===== src/rtl/periodic_timer_master.sv =====
// Periodic timer bus master: reads the timer once, programs a compare value, then
// re-arms it by fixed increments on every acknowledged interrupt (drift-free).
module periodic_timer_master #(
  parameter logic [31:0] CYCLE_ADDR = 32'hffff001c,
  parameter logic [31:0] ACK_ADDR   = 32'hffff006c
) (
  input  logic        clock,
  input  logic        reset,
  input  logic        enable,
  input  logic [31:0] period,
  input  logic [31:0] cycle,
  input  logic        TimerInterrupt,
  input  logic        TimerAddress,
  output logic [31:0] address,
  output logic [31:0] data,
  output logic        MemRead,
  output logic        MemWrite,
  output logic [31:0] ticks,
  output logic        tick,
  output logic        busy,
  output logic        error,
  output logic [2:0]  state_dbg
);

  typedef enum logic [2:0] {
    IDLE  = 3'd0,
    READ  = 3'd1,
    WRITE = 3'd2,
    WAIT  = 3'd3,
    ACK   = 3'd4,
    ERROR = 3'd5
  } state_e;

  state_e      state_q, state_d;
  logic [31:0] ticks_q, ticks_d;
  logic [31:0] target_q, target_d;
  logic [31:0] period_q, period_d;

  // Bus outputs decode from state alone, so an async reset drops strobes at once.
  always_ff @(posedge clock or negedge reset) begin
    if (!reset) begin
      state_q  <= IDLE;
      ticks_q  <= 32'd0;
      target_q <= 32'd0;
      period_q <= 32'd2;
    end else begin
      state_q  <= state_d;
      ticks_q  <= ticks_d;
      target_q <= target_d;
      period_q <= period_d;
    end
  end

  always_comb begin
    state_d  = state_q;
    ticks_d  = ticks_q;
    target_d = target_q;
    period_d = period_q;
    address  = 32'd0;
    data     = 32'd0;
    MemRead  = 1'b0;
    MemWrite = 1'b0;
    tick     = 1'b0;
    busy     = 1'b1;
    error    = 1'b0;
    case (state_q)
      IDLE: begin
        busy = 1'b0;
        if (enable) begin
          state_d  = READ;
          period_d = (period < 32'd2) ? 32'd2 : period;
        end
      end
      READ: begin
        address  = CYCLE_ADDR;
        MemRead  = 1'b1;
        target_d = cycle + period_q;
        state_d  = TimerAddress ? WRITE : ERROR;
      end
      WRITE: begin
        address  = CYCLE_ADDR;
        data     = target_q;
        MemWrite = 1'b1;
        state_d  = WAIT;
      end
      WAIT: begin
        if (TimerInterrupt) state_d = ACK;
        else if (!enable)   state_d = IDLE;
      end
      ACK: begin
        // Advance from the previous compare value, never from a fresh read.
        address  = ACK_ADDR;
        MemWrite = 1'b1;
        tick     = 1'b1;
        ticks_d  = ticks_q + 32'd1;
        target_d = target_q + period_q;
        state_d  = enable ? WRITE : IDLE;
      end
      ERROR: begin
        busy  = 1'b0;
        error = 1'b1;
      end
      default: begin
        busy    = 1'b0;
        state_d = IDLE;
      end
    endcase
  end

  assign ticks     = ticks_q;
  assign state_dbg = state_q;

endmodule


===== config.mk =====
export PLATFORM = sky130hd
export DESIGN_NAME = periodic_timer_master
export DESIGN_NICKNAME = d
export VERILOG_FILES = /design/src/rtl/periodic_timer_master.sv
export SDC_FILE = /design/constraint.sdc
export NUM_CORES = 1
export LEC_CHECK = 0
export BUFFER_PORTS_ARGS = -buffer_cell sky130_fd_sc_hd__buf_4
export CORE_MARGIN = 2
export CORE_UTILIZATION = 45
export DETAILED_ROUTE_END_ITERATION = 10
export PLACE_DENSITY = 0.7
export SYNTH_ARGS = -nofsm -noshare
export SYNTH_HDL_FRONTEND = slang
export SYNTH_SLANG_ARGS = --single-unit

===== constraint.sdc =====
create_clock -name clock -period 6.1 [get_ports clock]
set_input_delay 0.61 -clock clock [delete_from_list [all_inputs] [get_ports clock]]
set_output_delay 0.61 -clock clock [all_outputs]
set_load 0.005 [all_outputs]

== Word level (Yosys, flattened, before mapping) ==
Index checks and enable logic that the tools add are counted.
Widths: inputs -> output; s select.

* Logic and storage cells: 38
* Input port bits: 69
* Register bits after elaboration: 99

* Eq/ne operators: 7
* Bitwise gates (word level): 1
* Order comparisons: 1
* Add/subtract/negate cells: 3
* Multiplexer cells: 15
* Reduce and logical (&&, ||, !) cells: 7

{| class="wikitable"
|+ Operator list
! kind !! number
|-
| $pmux 32 s2 || 2
|-
| $add 32x32->32 || 2
|-
| $mux 32 || 2
|-
| $add 32x1->32 const B || 1
|-
| $lt 32x2->1 const B || 1
|-
| $pmux 3 s6 || 1
|-
| $mux 3 || 4
|-
| $eq 3x2->1 const B || 2
|-
| $eq 3x3->1 const B || 2
|-
| $mux 1 || 5
|-
| $reduce_or 2->1 || 2
|-
| $reduce_or 4->1 || 1
|-
| $eq 3x1->1 const B || 1
|-
| $logic_not 3->1 || 1
|-
| $ne 3x3->1 const B || 1
|-
| $reduce_and 3->1 || 1
|-
| $mux 2 || 1
|-
| $ne 2x2->1 const B || 1
|-
| $reduce_and 2->1 || 1
|-
| $reduce_bool 2->1 || 1
|-
| $not 1->1 || 1
|}

== Logic depth before layout (Yosys ltp) ==
Gate-level depths: netlist of run 1.

* Depth after elaboration: 3
* Gate-level depth with buffers: 18
* Depth with buffers taken out: 16

== Worst setup path after synthesis of run 1 ==
Ideal clock, no wire load.

* Path kind: register to register
* Start: register state_q[0] (netlist: state_dbg[0])
* End: register target_q[20]
* Slack: 2,563 ps
* Data arrival time: 3,460 ps
* Cell stages (with the launch flop): 19
* Cells stage by stage: dfrtp_1 nor2_4 nand2_4 clkinv_2 clkbuf_1 clkbuf_1 nand2_1 nand2_1 ha_1 inv_1 fa_1 nor2b_1 o211ai_1 a21oi_1 a41oi_1 o21ai_1 a41oi_1 xor2_1 a21oi_1

* Word-level cells in the longest chain between the ends: 2
* Elaborated cells on any way between the ends: 4
* Those cells by class: 2 x eq/ne; 1 x mux; 1 x reduce/logical

{| class="wikitable"
|+ RTL lines
! item !! RTL line !! text
|-
| start, declared || 34 || <nowiki>state_e state_q, state_d;</nowiki>
|-
| start signal, assigned || 47 || <nowiki>state_q <= state_d;</nowiki>
|-
| $eq 3x3->1 or $eq 3x1->1 (tied branches) || 66 || <nowiki>case (state_q)</nowiki>
|-
| $pmux 32 s2 or $reduce_bool 2->1 (tied branches) || n/a ||
|-
| end signal, assigned || 49 || <nowiki>target_q <= target_d;</nowiki>
|-
| end, declared || 36 || <nowiki>logic [31:0] target_q, target_d;</nowiki>
|}

Parallel ways exist; a longest one is shown, timed or not.
A chain may end at the register's enable or synchronous reset.

== Worst setup path after layout of run 1 ==
* Start: register state_q[0] (netlist: state_dbg[0])
* End: register target_q[24]

The elaborated chain is that of the path after synthesis.

==> reports/metrics.sh, run 1 <==
CLOCK_POWER_SHARE_PCT=12.4
CRIT_PATH_MAX_FANOUT=44
YOSYS-MUX-AREA-FRACTION_PCT=5.33
WORSTSETUPSTARTPOINTTYPE='flop'
OUTCOME='finished, final reports clean'
CP.ARRIVAL_NS=4.43
FINAL_ANTENNA_NET_COUNT=0
CTS.REPAIR.RESIZED=0
WL_PER_CELL_UM=15.7
P_PER_AREA_mW_PER_MM2=547
HOLD_PATH_CLASS='primary input to asynchronous set/reset pin'
FINAL-HOLD-VIOLATION-COUNT=0
PLACE_HPWL_UM=12800
POST_SYNTH_AND_OR_NAND_NOR_AREA_FRACTION_PCT=23.8
GRT_START_MAX_NET_PINS=56
SETUP-VIOLATIONS-FINAL=0
FINAL_LAYOUT_SIZE_SUFFIX_GT1_SHARE_PCT=25.9
FINISH.NET_COUNT=1007
RR_STARTPOINT='state_dbg[0]$_DFFE_PN0P_'
MAX_SLEW_MARGIN_PCT=52.5
GRT_PASS1_WL_UM=28000
SYN_TO_LAYOUT_AREA_DELTA_PCT=21.7
CTS_TREE='yes'
SHARE_COMB_OF_TOTAL_POWER_PCT=62.4
OVERFLOW=0
CRITPATHCAPTURETYPE='flop'
FLOORPLAN.ROWS=44
POST-ROUTE-DRC-COUNT=0
CLOCK-SINKS=99
DIE_AREA_MM2=0.0159
SYNTHDISTINCTLIBCELLS=67
CLKLATENCYLATEPIN_NS=0.36
CP_CELL_SEQUENCE='nor2_4 -> nand2_4 -> clkinv_2 -> nand2_1 -> nand2_1 -> ha_1 -> inv_1 -> fa_1 -> nor2b_1 -> o211ai_1 -> a21oi_1 -> a41oi_1 -> o21ai_1 -> a31oi_2 -> xor2_1 -> a21oi_1'
CTS.HTREE.LEVELS=3
CTS_MAX_PATH_BUFFERS=2
POST_CTS_HOLD_BUFFER_COUNT=0
CRIT_TYPE='flop to flop'
CRIT_START='state_dbg[0]$_DFFE_PN0P_'
INTERNAL_POWER_mW=2.44
NUMBER_OF_BUFFERS_CREATED_BY_CTS=9
VIAS=5800
CORE_AREA_MM2=0.0145
ROUTABILITYCONGESTION=0.869
DOMINANT_COMBINATIONAL_CELL_FAMILY_BY_AREA_AFTER_SYNTHESIS='simple AND/OR/NAND/NOR gates'
YS_FF_LATCH=99
CRIT_SLOWEST_CELL='clkinv_2'
COUNT_OF_ROUTING_VIOLATIONS_AFTER_THE_OPENING_DETAILED_ROUTE_ITERATION=278
POWER.IR.VDD_WORST_mV=0.206
PARITY_GATE_SHARE_OF_THE_SYNTHESIZED_AREA_COUNTING_XOR_AND_XNOR_CELLS_PCT=7.33
SYNTH_SEQ_AREA_SHARE_PCT=37.0
SYNTH_COMPOUND_GATE_AREA_SHARE_PCT=13.6
ASYNC_RESET_FF_SHARE_PCT=100
GRTUSAGETOTAL_PCT=21.7
CHIPHEIGHT_UM=126
LAYOUT_WORST_PATH_CYCLE_SHARE_PCT=67.9
TIMING_WORST_SLEW_PIN_VALUE_NS=0.713
POWER_SWITCHING_SHARE_PCT=45.1
CTS_ROOT_BUF='clkbuf_16'
FINAL_CELL_AREA_MM2=0.00815
PLACED_INSTANCE_AREA_MM2=0.00787
SYNTHESIS.AREA_MM2=0.00670
CRITICAL-PATH-TOP-DELAY-FAMILY='compound AO/OA/AOI/OAI gates'
ROUTED_WIRELENGTH_UM=17200
CRIT_PATH_MAX_INCR_DELAY_NS=0.55
SEQ_POWER_SHARE_PCT=25.3
GRT_PASS1_VIAS=5573
FLOORPLAN.INITIALDENSITY_PCT=46.1
FINCLKSKEW_NS=0.00552
CP_DATA_REQUIRED_TIME_NS=6.39
DETAILED_ROUTER_ITERATION_COUNT_BEFORE_ANTENNA_REPAIR=5
NUMBER_OF_ANTENNA_VIOLATIONS_AT_THE_FIRST_CHECK_IN_GLOBAL_ROUTING=0
SYNTH_AREA_PER_CELL_UM2=8.63
ANTENNA-DIODE-COUNT=0
SYN_INST=776
FF_LATCH_AREA_MM2=0.00248
SYNTH_ENABLE_FLOP_CELLS=0
DESIGN.PORTCOUNT=173
TIMING_MAX_TRANSITION_VIOLATIONS_FINAL=0
TOTAL_SETUP_BUFFERS_INSERTED_AFTER_CTS=0
PORTBUFFERS=161
DETAIL_ROUTE.VIAS_PER_CELL=5.32
PERIOD_MINUS_SLACK_NS=4.14
NUMBER_OF_MAX_CAPACITANCE_VIOLATIONS_REPORTED=0
SYNTH_FF_TYPE='dfrtp_1'
YOSYSWARNINGS=0
FILL_CELLS=1403
DIE-WIDTH_UM=126
MULTI_INPUT_AREA_MM2=0.00385
CLK_PIN_SLEW_WORST_PATHS_NS=0.07
ACHIEVABLE-FREQUENCY_MHz=241
SYNTH_ADDER_AREA_SHARE_PCT=6.84
WORST-PATH-BUF-INV=2
RSZ0062_AT_GRT='no'
NETSWITCHINGPOWER_mW=2.01
SETUP_TNS_NS=0
POWER_LEAKAGE_nW=4.02
power by group through the flow:
stage               Clock (mW)  Sequential, mW  Combinational, mW
floorplan                    0            1.05               2.11
global placement             0            1.13               2.73
detailed placement           0            1.13               2.76
CTS                      0.564            1.12               2.78
global route             0.589            1.16               3.11
finish                   0.552            1.13               2.78
path summary, 6_finish.rpt:
path / end / slack, ns / depth (start not counted)
setup / recovery: target_q[24]$_DFFE_PN0P_ / 1.96 / 16
hold / removal: ticks[25]$_DFFE_PN0P_ / 0.24 / 1
setup reg to reg: target_q[24]$_DFFE_PN0P_ / 1.96 / 16
hold reg to reg: ticks[31]$_DFFE_PN0P_ / 0.49 / 1
max in group asynchronous: target_q[29]$_DFFE_PN0P_ / 4.71 / 2
min in group clock: period_q[31]$_DFFE_PN0P_ / 0.47 / 3
flip-flops by register name, summed over array words and instances (netlist names):
| register | cells |
|---|---|
| ticks | 32 |
| period_q | 32 |
| target_q | 32 |
| state_dbg | 3 |
kinds of logic after synthesis:
logic type | after synthesis
AND/OR/NAND/NOR | 329
AO/OA/AOI/OAI | 146
flip-flops | 99
buffers and inverters | 77
XOR/XNOR | 56
adder cells (fa/ha/maj) | 36
multiplexers | 32
other | 1
routing by layer:
layer	GRT usage, %	vias up	part of all wire [%]
li1	-	2884	-
met1	29.5	2717	46
met2	35.7	178	47
met3	4.33	21	5.9
met4	5.75	0	1.6
met5	0	-	0
final cells by class:
class | count | area share (%)
Clock inverter | 6 | 0.614
Clock buffer | 10 | 2.81
Sequential cell | 99 | 30.4
Multi-Input combinational cell | 610 | 47.3
Inverter | 16 | 0.752
Timing Repair Buffer | 166 | 15.3
Tap cell | 184 | 2.83
layout by cell type, fill, tap and decap left out, types with 23 or more instances in the layout:
cell type / n
xnor2_1: 33
mux2_2: 29
a21oi_1: 55
o21ai_0: 28
ha_1: 35
buf_4: 166
nand2_1: 159
xor2_1: 23
and2_1: 34
nor2_1: 47
dfrtp_1: 98
metrics by stage:
step | hold slack [ns] | util (%) | power [mW] | cells | worst slack, ns
4_1_cts | 0.269 | 56.1 | 4.47 | 1091 | 1.93
3_3_place_gp | 0.468 | 54.1 | 3.86 | 1075 | 2.08
3_5_place_dp | 0.483 | 54.1 | 3.89 | 1075 | 1.93
5_1_grt | 0.285 | 56.1 | 4.86 | 1091 | 1.56
2_1_floorplan | 0.314 | - | 3.16 | 786 | 2.56
6_report | 0.239 | 56.1 | 4.45 | 1091 | 1.96
cells in the mapped netlist (all sizes together), types with 5 or more instances:
| cell | instances | share of area, % |
|---|---|---|
| clkbuf | 29 | 1.6 |
| nand4 | 14 | 1.5 |
| and2 | 34 | 3.2 |
| a21o | 12 | 1.3 |
| mux2 | 29 | 4.9 |
| nand2 | 160 | 9.1 |
| inv | 15 | 0.84 |
| nor2b | 9 | 0.84 |
| buf | 32 | 3.5 |
| a21oi | 55 | 4.1 |
| or3 | 5 | 0.47 |
| a31oi | 8 | 0.84 |
| dfrtp | 98 | 37 |
| ha | 35 | 6.5 |
| xor2 | 23 | 3.0 |
| nor3 | 8 | 0.67 |
| nand3 | 8 | 0.60 |
| xnor2 | 33 | 4.3 |
| nor2 | 52 | 3.2 |
| and3 | 14 | 1.4 |
| o21ai | 32 | 2.4 |
| nor4 | 10 | 1.0 |
Power figures use the tool's default switching activity.
==> run 2, diff against run 1 <==
--- a/config.mk
+++ b/config.mk
@@ -9,7 +9,7 @@
 export CORE_MARGIN = 2
 export CORE_UTILIZATION = 45
 export DETAILED_ROUTE_END_ITERATION = 10
-export PLACE_DENSITY = 0.7
+export PLACE_DENSITY = 0.72
 export SYNTH_ARGS = -nofsm -noshare
 export SYNTH_HDL_FRONTEND = slang
 export SYNTH_SLANG_ARGS = --single-unit
==> constraint.sdc (replaced) <==
create_clock -name clock -period 3.4 [get_ports clock]
set_input_delay 0.34 -clock clock [delete_from_list [all_inputs] [get_ports clock]]
set_output_delay 0.34 -clock clock [all_outputs]
set_load 0.005 [all_outputs]
==> run 2 against run 1 <==
Effect of this change:
- final cell count is 1.1% higher
- worst setup slack worse by 1.7 ns
- final area is 1.9% higher
- core utilization is 1.1 points higher
- sequential power is 77% higher
- clock power is 77% higher
- critical path depth is 1 lower
- clock skew hardly changed
- fmax is 30% higher
- total power is 83% higher
- highest routed layer unchanged
==> reports/metrics.sh, run 2 (same netlist as run 1, synthesis figures left out) <==
OUTCOME='finished, final reports clean'
DETAILED_ROUTER_ITERATION_COUNT_BEFORE_ANTENNA_REPAIR=5  # unchanged
SETUP_TNS_NS=0  # unchanged
FINAL-HOLD-VIOLATION-COUNT=0  # unchanged
POWER_LEAKAGE_nW=4.10  # +2.0%
SETUP-VIOLATIONS-FINAL=0  # unchanged
FINAL_CELL_AREA_MM2=0.00830  # +1.9%
FINAL_LAYOUT_SIZE_SUFFIX_GT1_SHARE_PCT=27.3  # +1.4 points
TIMING_MAX_TRANSITION_VIOLATIONS_FINAL=0  # unchanged
SYN_TO_LAYOUT_AREA_DELTA_PCT=24.0
CLOCK-SINKS=99  # unchanged
POST_CTS_HOLD_BUFFER_COUNT=0  # unchanged
MOST_FREQUENT_STANDARD_CELL_IN_THE_LAYOUT_EXCLUDING_FILL_AND_TAP_CELLS='buf_4'
TIMING_WORST_SLEW_PIN_VALUE_NS=0.729  # +0.0159 ns
POWER.IR.VDD_WORST_mV=0.385  # +87%
CRITPATHCAPTURETYPE='flop'
LAYOUT_WORST_PATH_CYCLE_SHARE_PCT=93.4  # +26 points
GRTUSAGETOTAL_PCT=22.1  # +0.31 points
WORST_R2R_PATH_DEPTH=15  # -1
CLK_PIN_SLEW_WORST_PATHS_NS=0.07  # about the same
ROUTED_WIRELENGTH_UM=17200  # +0.30%
RSZ0062_AT_GRT='no'
CTS_ROOT_BUF='clkbuf_16'
CP_DATA_REQUIRED_TIME_NS=3.65  # -2.74 ns
DIE-WIDTH_UM=126  # unchanged
PLACE_HPWL_UM=13300  # +3.8%
MAX_SLEW_MARGIN_PCT=51.3  # -1.2 points
FINAL_ANTENNA_NET_COUNT=0  # unchanged
TIMING.HOLD.WS_NS=0.0438  # -0.195 ns
WL_PER_CELL_UM=15.6  # -0.79%
POST-ROUTE-DRC-COUNT=0  # unchanged
GR-USAGE-MET2_PCT=36.6  # +0.85 points
COUNT_OF_ROUTING_VIOLATIONS_AFTER_THE_OPENING_DETAILED_ROUTE_ITERATION=315  # +13%
CTS.HTREE.LEVELS=3  # unchanged
GRT_PASS1_WL_UM=28400  # +1.4%
PORTBUFFERS=161  # unchanged
DETAILEDPLACE.WORSTSLACK_NS=0.161  # -1.77 ns
CORE_AREA_MM2=0.0145  # unchanged
CHIPHEIGHT_UM=126  # unchanged
MOSTFREQUENTLAYOUTCELLS='buf_4, nand2_1, dfrtp_1'
HOLD_PATH_CLASS='primary input to asynchronous set/reset pin'
DESIGN.PORTCOUNT=173  # unchanged
GRTUSAGEMET1_PCT=29.8  # +0.31 points
CTS_TREE='yes'
CRIT_TYPE='flop to flop'
FINCLKSKEW_NS=0.00571  # +0.000187 ns
FLOORPLAN.ROWS=44  # unchanged
CP.ARRIVAL_NS=3.42  # -1.01 ns
DETAIL_ROUTE.VIAS_PER_CELL=5.35  # +0.62%
NUMBER_OF_MAX_CAPACITANCE_VIOLATIONS_REPORTED=0  # unchanged
OVERFLOW=0  # unchanged
NUMBER_OF_BUFFERS_CREATED_BY_CTS=9  # unchanged
CRIT_PATH_MAX_FANOUT=16  # -64%
TOTALPOWERFINAL_mW=8.15  # +83%
VIAS=5900  # +1.7%
ACHIEVABLE-FREQUENCY_MHz=315  # +30%
CLKLATENCYLATEPIN_NS=0.35  # about the same
GRT_START_MAX_NET_PINS=100  # +79%
ROUTABILITYCONGESTION=0.898  # +3.3%
PERIOD_MINUS_SLACK_NS=3.18  # -0.966 ns
ANTENNA-DIODE-COUNT=0  # unchanged
DIE_AREA_MM2=0.0159  # unchanged
NUMBER_OF_ANTENNA_VIOLATIONS_AT_THE_FIRST_CHECK_IN_GLOBAL_ROUTING=0  # unchanged
FINISH.NET_COUNT=1019  # +1.2%
FLOORPLAN.INITIALDENSITY_PCT=46.1  # unchanged
WORSTSETUPSTARTPOINTTYPE='flop'
TIMING.FINAL.WS_SETUP_NS=0.224  # -1.73 ns
PLACED_INSTANCE_AREA_MM2=0.00797  # +1.3%
GRT_PASS1_VIAS=5678  # +1.9%
GRT_UTIL_MET3_PCT=3.74  # -0.59 points
GRT_MOST_USED_LAYER='met2'
CTS_MAX_PATH_BUFFERS=2  # unchanged
P_PER_AREA_mW_PER_MM2=982  # +80%
REG2REG_SLACK_NS=0.22  # -1.73 ns
## run 2: cell types whose count changed in the layout (fill, tap and decap cells not counted), moves of 2 or more
cell     before  now
a21oi_1      55   53
a21oi_2       0    2
buf_12        0    2
buf_4       166  175
## run 2: through the flow
| stage | std cells | util [%] |
|---|---|---|
| after floorplan | 786 | - |
| after global placement | 1085 | 54.9 |
| after detailed placement | 1085 | 54.9 |
| after CTS | 1101 | 56.8 |
| after global routing | 1103 | 57.1 |
| final | 1103 | 57.1 |
## run 2: path summary, 6_finish.rpt
path,from,endpoint
setup / recovery,state_dbg[0]$_DFFE_PN0P_,target_q[25]$_DFFE_PN0P_
hold / removal,reset,ticks[31]$_DFFE_PN0P_
setup reg to reg,state_dbg[0]$_DFFE_PN0P_,target_q[25]$_DFFE_PN0P_
hold reg to reg,ticks[31]$_DFFE_PN0P_,ticks[31]$_DFFE_PN0P_
max in group asynchronous,reset,period_q[1]$_DFFE_PN1P_
min in group clock,period[1],period_q[1]$_DFFE_PN1P_
## run 2: routing by layer
metal | routed length, um | share of wire [%] | up-vias
met5 | 0 | 0 | -
met4 | 323 | 1.9 | 0
met3 | 960 | 5.6 | 21
met2 | 8100 | 47 | 206
met1 | 7840 | 46 | 2750
li1 | - | - | 2923
## run 2: worst max-delay path, cell delays in order, from the launching register on
cell	delay [ns]
dfrtp_1	0.41
nor2_4	0.18
nand2_4	0.08
clkinv_2	0.13
buf_12	0.16
nand2_1	0.05
nand2_1	0.06
ha_1	0.28
a21oi_1	0.24
nand2_1	0.11
o211ai_2	0.25
a211oi_1	0.15
o211ai_1	0.32
a21oi_1	0.13
or3_1	0.31
a31o_1	0.21
## run 2: repair_timing
action,in CTS,in global routing
hold endpoints to repair,0,0
buffers inserted,0,2
endpoints found under the setup margin,0,8
gates resized for setup,0,7
## run 2: layout make-up
type                    instances  area, um2
well taps                     184        230
flip-flops and latches         99       2480
clock buffers                  10        229
fillers                      1341       6230
repair buffers                178       1370
clock inverters                 6       50.0
multi-input cells             610       3890
inverters                      16       61.3
## run 2: power breakdown
group / internal [mW] / switching, mW
combinational: 2.35 / 2.83
sequential: 1.63 / 0.366
clock: 0.504 / 0.473
==> run 3, diff against run 2 <==
--- a/config.mk
+++ b/config.mk
@@ -9,6 +9,7 @@
 export CORE_MARGIN = 2
 export CORE_UTILIZATION = 45
 export DETAILED_ROUTE_END_ITERATION = 10
+export MAX_ROUTING_LAYER = met4
 export PLACE_DENSITY = 0.72
 export SYNTH_ARGS = -nofsm -noshare
 export SYNTH_HDL_FRONTEND = slang
==> run 3 against run 2 <==
Effect of this change:
- worst setup slack worse by 0.012 ns
- register-to-register slack hardly changed
- sequential power hardly changed
==> reports/metrics.sh, run 3 (same netlist as run 1, synthesis figures left out) <==
OUTCOME='finished, final reports clean'
ACHIEVABLE-FREQUENCY_MHz=314  # -0.37%
POST-ROUTE-DRC-COUNT=0  # unchanged
PLACED_INSTANCE_AREA_MM2=0.00797  # unchanged
ANTENNA-DIODE-COUNT=0  # unchanged
CRIT_TYPE='flop to flop'
CTS.HTREE.LEVELS=3  # unchanged
MOSTFREQUENTLAYOUTCELLS='buf_4, nand2_1, dfrtp_1'
CTS_ROOT_BUF='clkbuf_16'
LAYOUT.CELLS.NON_FILLER=1103  # unchanged
CP_DATA_REQUIRED_TIME_NS=3.65  # about the same
DPL.CELL_COUNT=1085  # unchanged
CRITPATHCAPTURETYPE='flop'
COUNT_OF_ROUTING_VIOLATIONS_AFTER_THE_OPENING_DETAILED_ROUTE_ITERATION=318  # +0.95%
CRIT_PATH_MAX_FANOUT=16  # unchanged
CRIT_SLOWEST_CELL='dfrtp_1'
CLK_PIN_SLEW_WORST_PATHS_NS=0.07  # about the same
HOLD_PATH_CLASS='primary input to asynchronous set/reset pin'
FF_LATCH_AREA_MM2=0.00248  # unchanged
CHIPHEIGHT_UM=126  # unchanged
CRIT_PATH_MAX_INCR_DELAY_NS=0.41  # about the same
DESIGN.PORTCOUNT=173  # unchanged
FINISH.NET_COUNT=1019  # unchanged
NUMBER_OF_MAX_CAPACITANCE_VIOLATIONS_REPORTED=0  # unchanged
FLOORPLAN.ROWS=44  # unchanged
TIMING.FINAL.WS_SETUP_NS=0.212  # -0.0117 ns
CP.ARRIVAL_NS=3.44  # +0.02 ns
MAX_SLEW_MARGIN_PCT=52.3  # +0.99 points
CRIT_START='state_dbg[0]$_DFFE_PN0P_'
CORE_AREA_MM2=0.0145  # unchanged
POWER_LEAKAGE_nW=4.10  # unchanged
PERIOD_MINUS_SLACK_NS=3.19  # +0.0117 ns
FILL_CELLS=1341  # unchanged
FINISH.UTILIZATION_PCT=57.1  # unchanged
PORTBUFFERS=161  # unchanged
SETUP-VIOLATIONS-FINAL=0  # unchanged
GRT_PASS1_VIAS=5667  # -0.19%
RR_STARTPOINT='state_dbg[0]$_DFFE_PN0P_'
PLACE_HPWL_UM=13300  # unchanged
ROUTED_WIRELENGTH_UM=17300  # +0.27%
NUMBER_OF_BUFFERS_CREATED_BY_CTS=9  # unchanged
LAYOUT_WORST_PATH_CYCLE_SHARE_PCT=93.8  # +0.34 points
WORST_R2R_PATH_DEPTH=15  # unchanged
P_PER_AREA_mW_PER_MM2=983  # about the same
FLOORPLAN.INITIALDENSITY_PCT=46.1  # unchanged
TIMING.HOLD.WS_NS=0.0390  # -0.00482 ns
CTS_TREE='yes'
FINAL_CELL_AREA_MM2=0.00830  # unchanged
WL_PER_CELL_UM=15.7  # +0.27%
SYN_TO_LAYOUT_AREA_DELTA_PCT=24.0  # unchanged
MULTI_INPUT_AREA_MM2=0.00389  # unchanged
DIE_AREA_MM2=0.0159  # unchanged
ENDPOINT='target_q[25]$_DFFE_PN0P_'
DETAIL_ROUTE.VIAS_PER_CELL=5.36  # +0.14%
CTS_MAX_PATH_BUFFERS=2  # unchanged
REG2REG_SLACK_NS=0.21  # about the same
ROUTABILITYCONGESTION=0.913  # +1.7%
DIE-WIDTH_UM=126  # unchanged
NUMBER_OF_ANTENNA_VIOLATIONS_AT_THE_FIRST_CHECK_IN_GLOBAL_ROUTING=0  # unchanged
CLKLATENCYLATEPIN_NS=0.36  # about the same
RSZ0062_AT_GRT='no'
DETAILED_ROUTER_ITERATION_COUNT_BEFORE_ANTENNA_REPAIR=7  # +2
DETAILEDPLACE.WORSTSLACK_NS=0.161  # unchanged
FINAL_ANTENNA_NET_COUNT=0  # unchanged
OVERFLOW=0  # unchanged
MOST_FREQUENT_STANDARD_CELL_IN_THE_LAYOUT_EXCLUDING_FILL_AND_TAP_CELLS='buf_4'
VIAS=5908  # +0.14%
TIMING_MAX_TRANSITION_VIOLATIONS_FINAL=0  # unchanged
CP_CELL_SEQUENCE='nor2_4 -> nand2_4 -> clkinv_2 -> buf_12 -> nand2_1 -> nand2_1 -> ha_1 -> a21oi_1 -> nand2_1 -> o211ai_2 -> a211oi_1 -> o211ai_1 -> a21oi_1 -> or3_1 -> a31o_1'
GRT_PASS1_WL_UM=28400  # about the same
SETUP_TNS_NS=0  # unchanged
FINAL-HOLD-VIOLATION-COUNT=0  # unchanged
POWER.IR.VDD_WORST_mV=0.385  # -0.10%
TIMING_WORST_SLEW_PIN_VALUE_NS=0.714  # -0.0148 ns
FINAL_LAYOUT_SIZE_SUFFIX_GT1_SHARE_PCT=27.3  # unchanged
R2R-END='target_q[25]$_DFFE_PN0P_'
FINCLKSKEW_NS=0.00577  # +0.0000680 ns
GRTUSAGETOTAL_PCT=22.7  # +0.69 points
TOTALPOWERFINAL_mW=8.16  # about the same
PATH_COMMON_CELL='nand2_1'
GRT_START_MAX_NET_PINS=100  # unchanged
WORSTSETUPSTARTPOINTTYPE='flop'
CLOCK-SINKS=99  # unchanged
-- run 3: layer usage --
layer | global-route usage, % | share of wire, %
met1 | 30.0 | 46
met2 | 36.6 | 47
met3 | 3.57 | 5.0
met4 | 6.40 | 1.8
met5 | - | 0
-- run 3: worst min path at each step --
stage	start	endpoint	slack, ns
6_report	reset	ticks[22]$_DFFE_PN0P_	0.04
3_3_place_gp	reset	ticks[31]$_DFFE_PN0P_	0.45
2_1_floorplan	reset	period_q[0]$_DFFE_PN0P_	0.04
4_1_cts	reset	ticks[22]$_DFFE_PN0P_	0.07
5_1_grt	reset	ticks[30]$_DFFE_PN0P_	0.09
3_5_place_dp	reset	ticks[31]$_DFFE_PN0P_	0.45
-- run 3: critical path, delay by kind of cell, from the launching register on --
| family | cells | cell delay (ns) |
|---|---|---|
| AOI/OAI and AO/OA | 6 | 1.30 |
| buffers and inverters | 2 | 0.30 |
| DFF | 1 | 0.41 |
| and+or+nand+nor | 6 | 0.79 |
| adders and majority gates | 1 | 0.28 |
-- run 3: timing repair --
action | in CTS | in global routing
buffers inserted | 0 | 2
hold buffers | 0 | 0
hold endpoints to repair | 0 | 0
setup endpoints to repair | 0 | 8
resized for setup | 0 | 7
-- run 3: power breakdown --
part           leakage, nW  switching (mW)  total, mW  internal [mW]
clock                0.130           0.476      0.980          0.505
sequential            1.22           0.367       2.00           1.63
combinational         2.75            2.83       5.18           2.35
-- run 3: cell type report --
type                       count  area share, %
clock buffer                  10           2.76
clock inverter                 6          0.603
inverter                      16          0.738
multi-input combinational    610           46.8
sequential                    99           29.8
tap                          184           2.77
timing repair buffer         178           16.4
